`config.mk`:
```
export PLATFORM = sky130hd
export DESIGN_NAME = ptw_resp_cache
export DESIGN_NICKNAME = d
export VERILOG_FILES = /design/src/rtl/ptw_cache_pkg.sv /design/src/rtl/ptw_fill_arbiter.sv /design/src/rtl/ptw_resp_cache.sv
export SDC_FILE = /design/constraint.sdc
export NUM_CORES = 1
export LEC_CHECK = 0
export BUFFER_PORTS_ARGS = -buffer_cell sky130_fd_sc_hd__buf_4
export CORE_AREA = 2 2 178 224
export CTS_BUF_LIST = sky130_fd_sc_hd__clkbuf_4 sky130_fd_sc_hd__clkbuf_8
export DETAILED_ROUTE_END_ITERATION = 7
export DIE_AREA = 0 0 180 226
export PLACE_DENSITY = 0.76
export SYNTH_ARGS = -nofsm -noshare
export SYNTH_HDL_FRONTEND = slang
export SYNTH_SLANG_ARGS = --single-unit
```
`constraint.sdc`:
```
create_clock -name clk -period 13.3 [get_ports clk]
set_clock_uncertainty 0.05 [all_clocks]
set_input_delay 3.325 -clock clk [delete_from_list [all_inputs] [get_ports clk]]
set_output_delay 3.325 -clock clk [all_outputs]
set_load 0.005 [all_outputs]
```
`src/rtl/ptw_cache_pkg.sv`:
```
// Shared definitions for the PTW response cache: default geometry and
// helpers for deriving index widths from the parameters.
package ptw_cache_pkg;

   localparam int DEFAULT_ENTRIES  = 8;
   localparam int DEFAULT_CHANNELS = 2;
   localparam int DEFAULT_VPN_W    = 20;
   localparam int DEFAULT_PPN_W    = 32;

   // Victim pointer and entry index width.
   function automatic int ptr_width(input int entries);
      return (entries > 1) ? $clog2(entries) : 1;
   endfunction

   // Channel index width; a single channel still needs a 1-bit index.
   function automatic int chan_width(input int channels);
      return (channels > 1) ? $clog2(channels) : 1;
   endfunction

endpackage

```
`src/rtl/ptw_fill_arbiter.sv`:
```
// Fixed-priority arbiter: lowest-indexed requesting channel wins.
module ptw_fill_arbiter #(
   parameter int CHANNELS = 2,
   parameter int IDX_W    = 1
) (
   input  logic [CHANNELS-1:0] req,
   output logic [CHANNELS-1:0] grant,
   output logic [IDX_W-1:0]    index,
   output logic                any
);

   // Scan from the top so the lowest requester is written last and wins.
   always_comb begin
      grant = '0;
      index = '0;
      for (int i = CHANNELS - 1; i >= 0; i--) begin
         if (req[i]) begin
            grant    = '0;
            grant[i] = 1'b1;
            index    = IDX_W'(i);
         end
      end
      any = |req;
   end

endmodule

```
`src/rtl/ptw_resp_cache.sv`:
```
// Fully-associative translation cache filled by PTW responses from several
// channels; answers VPN lookups with a registered hit/error/PPN response.
module ptw_resp_cache
   import ptw_cache_pkg::*;
#(
   parameter int ENTRIES  = DEFAULT_ENTRIES,
   parameter int CHANNELS = DEFAULT_CHANNELS,
   parameter int VPN_W    = DEFAULT_VPN_W,
   parameter int PPN_W    = DEFAULT_PPN_W
) (
   input  logic                      clk,
   input  logic                      reset,
   input  logic                      io_flush,
   input  logic [CHANNELS-1:0]       io_fill_valid,
   output logic [CHANNELS-1:0]       io_fill_ready,
   input  logic [CHANNELS*VPN_W-1:0] io_fill_bits_vpn,
   input  logic [CHANNELS*PPN_W-1:0] io_fill_bits_ppn,
   input  logic [CHANNELS-1:0]       io_fill_bits_error,
   input  logic                      io_req_valid,
   output logic                      io_req_ready,
   input  logic [VPN_W-1:0]          io_req_bits_vpn,
   output logic                      io_resp_valid,
   output logic                      io_resp_bits_hit,
   output logic                      io_resp_bits_error,
   output logic [PPN_W-1:0]          io_resp_bits_ppn
);

   localparam int PTR_W = ptr_width(ENTRIES);
   localparam int CH_W  = chan_width(CHANNELS);

   typedef struct packed {
      logic             hit;
      logic             error;
      logic [PPN_W-1:0] ppn;
   } resp_t;

   logic [ENTRIES-1:0] valid;
   logic [VPN_W-1:0]   vpn_q   [ENTRIES];
   logic [PPN_W-1:0]   ppn_q   [ENTRIES];
   logic               error_q [ENTRIES];
   logic [PTR_W-1:0]   victim_ptr;
   resp_t              resp_q;
   logic               resp_valid_q;

   logic [CHANNELS-1:0] grant;
   logic [CH_W-1:0]     grant_idx;
   logic                grant_any;

   ptw_fill_arbiter #(
      .CHANNELS (CHANNELS),
      .IDX_W    (CH_W)
   ) u_arb (
      .req   (io_fill_valid),
      .grant (grant),
      .index (grant_idx),
      .any   (grant_any)
   );

   logic             fill_fire;
   logic [VPN_W-1:0] fill_vpn;
   logic [PPN_W-1:0] fill_ppn;
   logic             fill_error;

   assign io_fill_ready = (reset || io_flush) ? '0 : grant;
   assign fill_fire     = grant_any && !reset && !io_flush;
   assign fill_vpn      = io_fill_bits_vpn[grant_idx*VPN_W +: VPN_W];
   assign fill_ppn      = io_fill_bits_ppn[grant_idx*PPN_W +: PPN_W];
   assign fill_error    = io_fill_bits_error[grant_idx];
   assign io_req_ready  = 1'b1;

   logic             found_match;
   logic             found_free;
   logic [PTR_W-1:0] match_idx;
   logic [PTR_W-1:0] free_idx;
   logic [PTR_W-1:0] place_idx;
   logic             use_victim;

   // Placement priority: matching valid entry, then lowest free, then victim.
   always_comb begin
      found_match = 1'b0;
      found_free  = 1'b0;
      match_idx   = '0;
      free_idx    = '0;
      for (int i = ENTRIES - 1; i >= 0; i--) begin
         if (valid[i] && vpn_q[i] == fill_vpn) begin
            found_match = 1'b1;
            match_idx   = PTR_W'(i);
         end
         if (!valid[i]) begin
            found_free = 1'b1;
            free_idx   = PTR_W'(i);
         end
      end
      use_victim = !found_match && !found_free;
      if (found_match)     place_idx = match_idx;
      else if (found_free) place_idx = free_idx;
      else                 place_idx = victim_ptr;
   end

   logic             lk_hit;
   logic             lk_error;
   logic [PPN_W-1:0] lk_ppn;

   // At most one valid entry can match, so OR-reducing the hits is safe.
   always_comb begin
      lk_hit   = 1'b0;
      lk_error = 1'b0;
      lk_ppn   = '0;
      for (int i = 0; i < ENTRIES; i++) begin
         if (valid[i] && vpn_q[i] == io_req_bits_vpn) begin
            lk_hit   = 1'b1;
            lk_error = lk_error | error_q[i];
            lk_ppn   = lk_ppn | ppn_q[i];
         end
      end
   end

   always_ff @(posedge clk) begin
      if (reset) begin
         valid        <= '0;
         victim_ptr   <= '0;
         resp_valid_q <= 1'b0;
         resp_q       <= '0;
      end else begin
         resp_valid_q <= io_req_valid;
         resp_q.hit   <= lk_hit && !io_flush;
         resp_q.error <= lk_hit && !io_flush && lk_error;
         resp_q.ppn   <= (lk_hit && !io_flush && !lk_error) ? lk_ppn : '0;
         if (io_flush) begin
            valid      <= '0;
            victim_ptr <= '0;
         end else if (fill_fire) begin
            valid[place_idx] <= 1'b1;
            if (use_victim) victim_ptr <= victim_ptr + PTR_W'(1);
         end
      end
   end

   // Entry payload is qualified by the valid bits, so it needs no reset.
   always_ff @(posedge clk) begin
      if (fill_fire) begin
         vpn_q[place_idx]   <= fill_vpn;
         ppn_q[place_idx]   <= fill_ppn;
         error_q[place_idx] <= fill_error;
      end
   end

   assign io_resp_valid      = resp_valid_q;
   assign io_resp_bits_hit   = resp_q.hit;
   assign io_resp_bits_error = resp_q.error;
   assign io_resp_bits_ppn   = resp_q.ppn;

endmodule

```
==> run summary <==
The flow ran to the end, and the final reports show no timing, DRC or antenna violations. After synthesis, the largest area contributor takes up 58.52% of total cell area. The number of buffers and inverters on the critical path is 3. Among all stages on the critical path, the largest delay is contributed by buf_4. For the cell area reported after detailed placement, the log shows 23550 um2.

The startpoint identified for the worst register-to-register timing path is vpn_q[7][13]$_DFFE_PP_. In this run the remaining antenna-violating nets after routing total 0. In this run the static leakage power is 8.638 nW.

The floorplan step defined a die boundary enclosing 40680 um2. After clock tree synthesis, the flow added hold-fix buffers numbering 0. The run gives 3.030% as the worst slew margin relative to its limit.

The number of cells upsized or downsized after cts came out at 0. In this run the standard cell core region covers 38610 um2. Setup repair after global routing left no endpoint under its margin.

Along the worst path, the maximum fanout reaches 55. The worst setup timing slack at the placement stage was 4.549 ns. The buffer type at the clock tree root was clkbuf_8. The tools report the Yosys warning count as 0. Clock-pin slew was measured on the worst setup and hold paths at 0.06 ns. After synthesis, the share of flip-flops with an asynchronous set or reset is 0%.

Actual slew at the worst max-slew pin: 1.441 ns. Setup-violating endpoint count in the final report: 0. Counting the buffers created by CTS gives 70.

The first TritonRoute pass finished after 8 iterations. The library cells used most frequently in the layout, excluding fill and tap cells, are edfxtp_1 (424), buf_4 (199), xor2_1 (144). Critical path launch point type: an input pin.

The leading area contributor after synthesis was edfxtp_1. The power density over the cells was 131.3 nW/um2. The signed area change from the synthesized netlist to the final layout was 15.95%; the length of routed wiring on met1 was 30.45 mm. Starting utilization of the core area: 56.34%. The final count of pins violating max slew was 0.

Of the cells placed in the final design, the portion with a size suffix greater than 1 is 18.99%. Dividing the detail-routed via count by the number of cells gives 7.381. After detailed placement, the design holds a cell count of 2278. The cell count after synthesis came out at 1680. For this run, the top clock speed supported by timing is 118.5 MHz. TritonCTS built the clock tree. The number of nets handed over by synthesis was 1813. After the flow finishes, the layout carries non-filler instances totaling 2416. On the worst path, the slowest cell contributes a delay of 0.70 ns. The highest layer touched by signal routing is met5. The post-route fraction of the period consumed by the critical path works out to 63.47%. Traced cell by cell, the critical path runs through buf_4 > nand2b_4 > buf_4 > nor2_1 > buf_4. The initialized floorplan defines 81 standard-cell rows.

Routed length on met3: 11.76 mm. For this run, design rule violations remaining after detail routing come to 0. After synthesis the netlist holds a flip-flop and latch count of 470.

In this run the worst setup path begins at io_fill_valid[0]. The detailed router finished its first iteration with 2860 violations. Once the clock tree was built, the setup fixing pass inserted 0 buffers. The count of flip-flops with a built-in enable after synthesis was 424; the final global-route overflow total was 0. Summing all flip-flop and latch instances after layout gives 13650 um2. The count of cell types in the netlist is 70, and the die height is 226 um. The HPWL after detailed placement is 63.27 mm. The insertion delay to the later sink of the worst-skew pair came out at 0.68 ns. Class of the worst hold path: reg -> reg. At the worst endpoint, the required time is 9.93 ns. STA classifies the critical path endpoint as a primary output. In the final design database the tool counted 1987 nets. In the post-synthesis netlist, the biggest area contributors are edfxtp_1 (59%), xor2_1 (5.8%), xnor2_1 (5.6%). At the worst endpoint, the arrival time is 5.07 ns. For this run, the leading register cell type out of synthesis is edfxtp_1. For this block, the via count after detailed routing is 17830.

The portion of the post-synthesis area used by sequential elements was 62.76%; the clock period minus worst slack was 8.442 ns. In this run the mean area of a mapped cell was 12.95 um2. The finished cells cover 25230 um2.

The critical path is of the in -> out type. For this block, the routed nets add up to 99.08 mm of wire. In this run the count of I/O pins placed on the die edge is 170.

The cell class contributing the biggest share of worst-path delay is buffers and inverters. The level count of the clock H-tree was 3; the detailed-route wire length per cell was 41.01 um. Leaving out fill and tap cells, the most frequent cell in the layout is edfxtp_1.

Entering global routing, the biggest net connects 56 pins. Among the stages of the critical path, the cell type that occurs most often is buf_4. The tools report the number of antenna violations at the first check in global routing as 11.

The via count of the first global-routing pass came out at 17420. At the end of routability-driven placement, the weighted congestion stood at 1.085. The run gives 21760 um2 as the post-synthesis instance area. In the final timing run, aggregate negative setup slack is 0 ns. The worst-case IR drop observed on VDD is 0.1229 mV.

Detailed routing placed a total of 45.54 mm of wire on met2. The final hold violation count is 0. CTS sink count: 470.

Measured along the x axis, the die boundary spans 180 um. The first global-routing pass estimated 135.7 mm of wire. The worst path setup slack after routing came out at 4.858 ns.

The tool flagged a number of max-cap violations equal to 0. Global routing consumed, over all layers together, 48.74% of the routing resources. For the number of fill cells, the log shows 2640. Start point of the worst hold path: victim_ptr[2]$_SDFFE_PP0P_. Buffers placed on the I/O ports in this run total 168. Summing all multi-input logic gate instances after layout gives 7493 um2. The clock passes through at most 3 buffers.
## final cells by class
class	instances	area share, %
Clock inverter	21	1.166
Clock buffer	109	5.278
Tap cell	498	2.470
Timing Repair Buffer	200	5.977
Inverter	82	1.220
Antenna cell	6	0.05952
Multi-Input combinational cell	1030	29.71
Sequential cell	470	54.12
## tightest hold or removal path, stage by stage (launching register included)
cell	delay (ns)
dfxtp_1	0.34
xor2_1	0.07
nor2_1	0.07
## power by group
part           switching, mW  total (mW)  internal [mW]
clock                  0.618        1.38          0.767
sequential           0.00795        1.64           1.63
combinational          0.209       0.291         0.0819
## sequential cells by signal, summed over array words and instances (netlist names)
register            cells
error_q                 8
io_resp_bits_error      1
io_resp_bits_hit        1
io_resp_bits_ppn       32
io_resp_valid           1
ppn_q                 256
valid                   8
victim_ptr              3
vpn_q                 160
## final timing paths
kind	endpoint	slack [ns]	cells past startpoint
worst min register to register	victim_ptr[2]$_SDFFE_PP0P_	0.46	2
worst max register to register	ppn_q[7][28]$_DFFE_PP_	7.83	10
worst min-delay path	victim_ptr[2]$_SDFFE_PP0P_	0.46	2
worst max-delay path	io_fill_ready[1]	4.86	5
## per-stage QoR
| step | hold slack, ns | total power [mW] | utilization, % |
|---|---|---|---|
| 2_1_floorplan | 0.4297 | 1.796 | - |
| 3_3_place_gp | 0.4508 | 1.933 | 61.00 |
| 3_5_place_dp | 0.4522 | 1.936 | 61.00 |
| 4_1_cts | 0.4706 | 3.289 | 65.21 |
| 5_1_grt | 0.5185 | 3.361 | 65.29 |
| 6_report | 0.4642 | 3.313 | 65.33 |
## routing by layer
layer | up-vias | track usage, %
met4 | 14 | 43.01
met5 | - | 0
li1 | 6791 | -
met1 | 8609 | 53.47
met3 | 554 | 14.98
met2 | 1864 | 76.94
## cell families (layout without fill, tap and decap cells)
kind of cell	count (synthesis)	after routing	share of synthesized area (%)
other	1	7	0.01724
and+or+nand+nor	333	333	7.931
muxes	13	13	0.7074
adders and majority gates	1	1	0.05750
buffers and inverters	180	412	3.272
xor gates and xnor gates	283	283	11.39
AOI/OAI and AO/OA	399	399	13.87
DFF	470	470	62.76
## Yosys cell counts (23+ instances only)
master,number
nand4_1,35
nor2b_1,31
a21oi_1,29
a31oi_1,39
xnor2_1,139
dfxtp_1,46
inv_1,80
a2111oi_0,23
clkbuf_1,71
nor4_1,38
edfxtp_1,424
a221oi_1,51
a22o_1,34
xor2_1,144
o21ai_0,29
a22oi_1,75
nand2_1,124
No activity file was read; power rests on OpenSTA's default activity.
